===== src/rtl/icache.sv =====
// Direct-mapped, one-word-per-line instruction cache between fetch and the
// memory controller instruction port; a miss issues one word request and fills.
module icache #(
  parameter int INDEX_BITS = 4
) (
  input  logic        clk,
  input  logic        rst,
  input  logic        rdy,
  input  logic        fetch_req,
  input  logic [31:0] fetch_pc,
  input  logic        clear,
  output logic        fetch_ready,
  output logic [31:0] fetch_ins,
  output logic        mem_req,
  output logic [31:0] mem_addr,
  input  logic        mem_done,
  input  logic [31:0] mem_ins
);

  localparam int LINES    = 1 << INDEX_BITS;
  localparam int TAG_BITS = 30 - INDEX_BITS;

  localparam logic [1:0] IDLE = 2'd0;
  localparam logic [1:0] MISS = 2'd1;
  localparam logic [1:0] DROP = 2'd2;

  logic [1:0]          state_reg, state_next;
  logic [LINES-1:0]    valid_reg;
  logic [TAG_BITS-1:0] tag_mem [LINES];
  logic [31:0]         data_mem [LINES];

  logic                fetch_ready_reg, fetch_ready_next;
  logic [31:0]         fetch_ins_reg;
  logic [31:0]         mem_addr_reg, mem_addr_next;

  logic [31:0]           pc_word;
  logic [INDEX_BITS-1:0] req_idx, fill_idx;
  logic [TAG_BITS-1:0]   req_tag, fill_tag;
  logic                  hit, accept, waiting, fill_en;
  logic                  load_hit, load_fill;

  assign pc_word  = {fetch_pc[31:2], 2'b00};
  assign req_idx  = pc_word[INDEX_BITS+1:2];
  assign req_tag  = pc_word[31:INDEX_BITS+2];
  assign fill_idx = mem_addr_reg[INDEX_BITS+1:2];
  assign fill_tag = mem_addr_reg[31:INDEX_BITS+2];

  assign hit     = valid_reg[req_idx] && (tag_mem[req_idx] == req_tag);
  assign accept  = fetch_req && !clear;
  assign waiting = (state_reg == MISS) || (state_reg == DROP);
  assign fill_en = waiting && mem_done;

  // Dropping the request on the completion cycle keeps the controller from
  // seeing a request level on the edge that ends the transaction.
  assign mem_req     = waiting && !mem_done;
  assign mem_addr    = mem_addr_reg;
  assign fetch_ready = fetch_ready_reg;
  assign fetch_ins   = fetch_ins_reg;

  always_comb begin
    state_next       = state_reg;
    fetch_ready_next = 1'b0;
    mem_addr_next    = mem_addr_reg;
    load_hit         = 1'b0;
    load_fill        = 1'b0;
    case (state_reg)
      IDLE: begin
        if (accept) begin
          if (hit) begin
            fetch_ready_next = 1'b1;
            load_hit         = 1'b1;
          end else begin
            mem_addr_next = pc_word;
            state_next    = MISS;
          end
        end
      end
      MISS: begin
        if (mem_done) begin
          // A clear on the completion edge still fills, but the word is stale.
          fetch_ready_next = !clear;
          load_fill        = !clear;
          state_next       = IDLE;
        end else if (clear) begin
          state_next = DROP;
        end
      end
      DROP: begin
        if (mem_done) begin
          state_next = IDLE;
        end
      end
      default: state_next = IDLE;
    endcase
  end

  always_ff @(posedge clk or negedge rst) begin
    if (!rst) begin
      state_reg       <= IDLE;
      fetch_ready_reg <= 1'b0;
      fetch_ins_reg   <= 32'd0;
      mem_addr_reg    <= 32'd0;
    end else if (rdy) begin
      state_reg       <= state_next;
      fetch_ready_reg <= fetch_ready_next;
      mem_addr_reg    <= mem_addr_next;
      if (load_hit) begin
        fetch_ins_reg <= data_mem[req_idx];
      end else if (load_fill) begin
        fetch_ins_reg <= mem_ins;
      end
    end
  end

  genvar gi;
  generate
    for (gi = 0; gi < LINES; gi++) begin : g_valid
      always_ff @(posedge clk or negedge rst) begin
        if (!rst) begin
          valid_reg[gi] <= 1'b0;
        end else if (rdy && fill_en && (fill_idx == INDEX_BITS'(gi))) begin
          valid_reg[gi] <= 1'b1;
        end
      end
    end
  endgenerate

  // Tag and data storage carry no reset; the valid bits gate every lookup.
  always_ff @(posedge clk) begin
    if (rdy && fill_en) begin
      tag_mem[fill_idx]  <= fill_tag;
      data_mem[fill_idx] <= mem_ins;
    end
  end

endmodule

===== config.mk =====
export PLATFORM = sky130hd
export DESIGN_NAME = icache
export DESIGN_NICKNAME = d
export VERILOG_FILES = /design/src/rtl/icache.sv
export SDC_FILE = /design/constraint.sdc
export NUM_CORES = 1
export LEC_CHECK = 0
export CORE_MARGIN = 8
export CORE_UTILIZATION = 45
export CTS_BUF_LIST = sky130_fd_sc_hd__clkbuf_16
export DETAILED_ROUTE_END_ITERATION = 10
export GPL_ROUTABILITY_DRIVEN = 0
export GPL_TIMING_DRIVEN = 0
export PLACE_DENSITY = 0.61
export SLEW_MARGIN = 20
export SYNTH_ARGS = -nofsm -noshare
export SYNTH_HDL_FRONTEND = slang
export SYNTH_SLANG_ARGS = --single-unit

===== constraint.sdc =====
create_clock -name clk -period 10 [get_ports clk]
set_clock_uncertainty 0.15 [all_clocks]
set_input_delay 2 -clock clk [delete_from_list [all_inputs] [get_ports clk]]
set_output_delay 2 -clock clk [all_outputs]
set_load 0.05 [all_outputs]

==> results.toml, run 1 <==
[outcome]
status = "finished clean"

[die]
core.rowCount = 108
die_w_um = 312
ios = 136
initial_core_util = 0.454
dieArea_sq_um = 97200
die_h_um = 312
coreArea_sq_um = 86800

[setup_path]
worst_setup_path_start_kind = "input port"
required_ns = 10.34
critPathKind = "input port to flip-flop"
crit_fanout = 10
crit_arrival_ns = 6.53
end_kind = "flip-flop"

[run]
cap_violations = 0

[clocking]
htreeDepth = 3
cts_setup_buffers = 0
cts.repair.resized = 0
cts_buffers = 104
clock-sinks = 1009
path_clk_slew_ns = 0.06
root_buffer = "clkbuf_16"
cts_hold_buf = 0
ctsLongestPathBuffers = 3
cts_tree = "built"
clock_latency_ns = 0.66

[pwr]
total_power_w = 0.0111
power_density_nw_per_um2 = 235
p_leak_nw = 15.7
peakVddDrop_mv = 0.177

[layout]
area_growth_pct = 20.4
layout-drive-gt1-share = 0.312
num-nets-final = 2119
largest_reg_flops = 512

[drt]
drtPass1Iterations = 5
drc = 0
drtAntennaViolNets = 0
via_per_inst = 5.84
wirelength_um = 102000
num_vias = 19200
post_drt_wl_per_cell_um = 31.0
drt_iter0_drc = 1961

[timing]
min_period_over_period = 0.619
setup_tns_ns = 0
tightest_slew_ns = 1.15
min_period_ns = 6.19
setup_viol = 0
relSlewSlack = 0.235
finalHoldViolations = 0
rsz0062_at_grt = "false"
max_freq_mhz = 162
slew_violations = 0
whs_ns = 0.316

[synth]
yosysTopAreaCell = "edfxtp_1"
async_flop_share = 0.0803
ys_seq_area_frac = 0.759
yosysWarnings = 0
ys_top_cells_by_area = "edfxtp_1, mux4_2, dfrtp_1"
syn_avg_cell_area_sq_um = 22.8
netlist_instances = 1724
synth_seq_cells = 1009
synth_area_sq_um = 39400
synthDistinctLibCells = 61
netlist.area_leader.share = 0.708
ys.flop_type = "edfxtp_1"
synth_edf_count = 928

[global_routing]
track_usage = 0.208
gr-total-overflow = 0
grt_max_degree = 56
grt_pass1_vias = 20500
grt_pass1_wl_um = 147000
antenna_found_initial = 9

[placed_design]
hpwl_um = 68000
io_buffers = 125

[hold_path]
worstHoldPathType = "flip-flop to flip-flop"
where the power goes:
part	switching (W)	internal, W	total, W
Combinational	0.000941	0.000648	0.00159
Sequential	0.000379	0.00512	0.00549
Clock	0.00163	0.00243	0.00406
Total	0.00295	0.00819	0.0111
per-layer routing:
layer	GRT usage	vias up	share of wire
li1	-	7960	-
met1	0.267	10400	0.40
met2	0.361	671	0.52
met3	0.0383	171	0.059
met4	0.0573	10	0.025
met5	0	-	0.00069
Yosys cell counts (2+ instances only):
library cell  count
a221o_1           4
or2_2            16
edfxtp_1        928
o221ai_1          4
nand2_1          14
o21ai_0           4
mux4_2          258
xnor2_1          19
mux2_4           30
nor2_1           25
or3_1             5
xor2_1           17
nand4_1           4
a2bb2oi_1         2
buf_1             3
inv_1             7
buf_2            29
o22ai_1          36
buf_6            12
a22oi_1           2
nor3_1            8
o211ai_1          2
mux2_2            6
and2_1            3
a211oi_1          4
ha_1              3
nand3_1           8
mux2i_1          63
a221oi_1          2
a2bb2oi_2        30
nand2b_1          5
nor3b_1           2
nor2b_1           8
dfrtp_1          81
nor4_1            2
buf_4            10
a21oi_1           6
clkbuf_1         39
cell families after synthesis:
logic type | after synthesis | share of synthesized area
compound gates | 108 | 0.0258
fa+ha+maj | 3 | 0.000953
flops | 1009 | 0.759
buf+inv | 100 | 0.0137
mux | 357 | 0.177
xor+xnor | 36 | 0.00801
simple gates | 110 | 0.0158
other cells | 1 | 0.0000952
worst max-delay path: stages:
cell,delay [ns]
buf_2,0.19
inv_1,0.25
buf_1,0.77
buf_1,0.83
o32ai_1,0.23
a211oi_1,0.25
nand4_1,0.20
nor4_4,0.50
nand4_4,0.30
clkbuf_1,0.45
o22ai_1,0.44
a2bb2oi_2,0.10
worst paths after layout:
check,startpoint,endpoint,slack [ns],depth (start not counted)
worst max-delay path,fetch_pc[5],fetch_ins[3]$_DFFE_PN0P_,3.81,12
worst min-delay path,valid_reg[5]$_DFFE_PN0P_,valid_reg[5]$_DFFE_PN0P_,0.32,1
worst max register to register,tag_mem[10][11]$_DFFE_PP_,fetch_ins[3]$_DFFE_PN0P_,5.84,9
worst min register to register,valid_reg[5]$_DFFE_PN0P_,valid_reg[5]$_DFFE_PN0P_,0.32,1
max in group asynchronous,rst,fetch_ins[31]$_DFFE_PN0P_,7.86,2
min in group asynchronous,rst,mem_addr[27]$_DFFE_PN0P_,1.10,1
cell usage in the layout, fill, tap and decap left out, drive strengths merged, types with 3 or more instances in the layout:
master / instances
and2: 3
o221ai: 4
bufinv: 20
clkbuf: 145
inv: 30
nand2b: 5
o22ai: 36
a21oi: 6
buf: 144
a221o: 4
xnor2: 19
nor2: 25
nand4: 5
edfxtp: 928
nor3: 8
o21ai: 4
nor2b: 8
clkinvlp: 5
diode: 3
mux4: 258
dfrtp: 81
mux2: 36
xor2: 17
a211oi: 4
a2bb2oi: 32
mux2i: 63
nand3: 9
nand2: 14
clkdlybuf4s50: 124
or2: 16
ha: 3
or3: 5
clkinv: 43
nor4: 3
area by class of cell:
cell class              instances  area, sq um
inverters                       7         26.3
clock inverters                91          971
diodes                          3         7.51
plain buffers                  93          519
flip-flops and latches       1009        29900
clock buffers                 105         2630
multi-input cells             616         9070
well taps                    1155         1450
fillers                      6640        39300
repair buffers                215         2860
through the flow:
step / setup slack (ns) / utilization / instance area [sq um] / cells
6_report: 3.81 / 0.547 / 47400 / 3294
2_1_floorplan: 2.84 / - / 39400 / 1725
3_3_place_gp: -4.35 / 0.485 / 42100 / 3005
4_1_cts: 3.85 / 0.546 / 47400 / 3291
3_5_place_dp: 3.15 / 0.505 / 43800 / 3095
5_1_grt: 3.80 / 0.547 / 47400 / 3292
No activity file was read; power rests on OpenSTA's default activity.
==> run 2, diff against run 1 <==
- clock period: 10 -> 5.8 ns (I/O delays scaled with it)
==> results.toml, run 2 (same netlist as run 1, synthesis figures left out) <==
[global_routing]
grt_pass1_vias = 20400
gr-total-overflow = 0
grt_max_degree = 43
grt_pass1_wl_um = 144000
antenna_found_initial = 6
track_usage = 0.204

[layout]
mostFrequentLayoutCell = "edfxtp_1"
finish.utilization = 0.544
num-nets-final = 2101
area_growth_pct = 19.8
largest_reg_flops = 512
final_cell_mix = "edfxtp_1, mux4_2, clkdlybuf4s50_1"
layout-drive-gt1-share = 0.304
fillers = 6603

[setup_path]
critical-path-slowest-cell = "buf_1"
path_cells = "buf_2 > inv_1 > buf_1 > buf_1 > o32ai_1 > a211oi_1 > nand4_1 > nor4_4 > nand4_4 > clkbuf_1 > o22ai_1 > a2bb2oi_2"
path_delay_family = "buffers and inverters"
critPathKind = "input port to flip-flop"
worst_setup_path_start_kind = "input port"
required_ns = 6.16
slowest_delay_ns = 0.84
path_common_cell = "buf_1"
end_kind = "flip-flop"
crit_arrival_ns = 5.85
crit_fanout = 10
cp_num_buf_inv = 5

[die]
ios = 136
die_h_um = 312
dieArea_sq_um = 97200
die_w_um = 312
coreArea_sq_um = 86800
initial_core_util = 0.454
core.rowCount = 108

[timing]
min_period_over_period = 0.947
slew_violations = 0
whs_ns = 0.314
tightest_slew_ns = 1.15
setup_tns_ns = 0
finalHoldViolations = 0
setup_viol = 0
setup_ws_ns = 0.310
rsz0062_at_grt = "false"
min_period_ns = 5.49
max_freq_mhz = 182
relSlewSlack = 0.233

[drt]
drt_iter0_drc = 1777
wirelength_um = 100000
drtAntennaViolNets = 0
drtPass1Iterations = 6
num_vias = 19200
post_drt_wl_per_cell_um = 30.7
via_per_inst = 5.87
drc = 0

[clocking]
htreeDepth = 3
clock_latency_ns = 0.67
root_buffer = "clkbuf_16"
cts_tree = "built"
ctsLongestPathBuffers = 3
cts_buffers = 102
path_clk_slew_ns = 0.06
cts_hold_buf = 0
clock-sinks = 1009

[placed_design]
io_buffers = 125
dp_worst_setup_slack_ns = -0.722
hpwl_um = 66500

[hold_path]
worstHoldPathType = "input port to asynchronous set/reset pin"

[outcome]
status = "finished clean"

[run]
cap_violations = 0

[pwr]
power_density_nw_per_um2 = 397
total_power_w = 0.0187
peakVddDrop_mv = 0.273
p_leak_nw = 15.5
[run 2: through the flow]
| step | area, sq um | instances |
|---|---|---|
| 2_1_floorplan | 39400 | 1725 |
| 3_3_place_gp | 42100 | 3005 |
| 3_5_place_dp | 43900 | 3079 |
| 4_1_cts | 47200 | 3267 |
| 5_1_grt | 47200 | 3267 |
| 6_report | 47200 | 3271 |
[run 2: worst paths after layout]
kind | cells past startpoint | slack [ns] | to | start
max in group asynchronous | 2 | 4.50 | fetch_ins[15]$_DFFE_PN0P_ | rst
min reg2reg | 1 | 0.32 | valid_reg[2]$_DFFE_PN0P_ | valid_reg[2]$_DFFE_PN0P_
min | 1 | 0.31 | state_reg[1]$_DFFE_PN0P_ | rst
max reg2reg | 9 | 1.60 | fetch_ins[20]$_DFFE_PN0P_ | tag_mem[15][11]$_DFFE_PP_
max | 12 | 0.31 | fetch_ins[20]$_DFFE_PN0P_ | fetch_pc[5]
min in group clk | 1 | 0.32 | valid_reg[2]$_DFFE_PN0P_ | valid_reg[2]$_DFFE_PN0P_
[run 2: area by class of cell]
cell class | instances | area, sq um | area share
Antenna cell | 4 | 10.0 | 0.000212
Sequential cell | 1009 | 29900 | 0.634
Multi-Input combinational cell | 616 | 9090 | 0.193
Buffer | 93 | 520 | 0.0110
Clock buffer | 103 | 2580 | 0.0546
Clock inverter | 85 | 719 | 0.0152
Timing Repair Buffer | 199 | 2890 | 0.0613
Inverter | 7 | 26.3 | 0.000557
Tap cell | 1155 | 1450 | 0.0306
[run 2: routing by layer]
layer  vias to the layer above  GRT usage  part of all wire
met5                         -          0           0.00025
met2                       655      0.360              0.53
met1                     10500      0.260              0.39
li1                       7937          -                 -
met4                         4     0.0544             0.025
met3                       160     0.0344             0.056
[run 2: what timing repair did]
action / 4_1_cts / 5_1_grt
setup endpoints to repair: 1 / 0
buffers inserted: 0 / 0
resized for setup: 1 / 0
[run 2: power breakdown]
part           internal (W)  switching (W)
clock               0.00375        0.00274
sequential          0.00882       0.000682
combinational       0.00112        0.00162
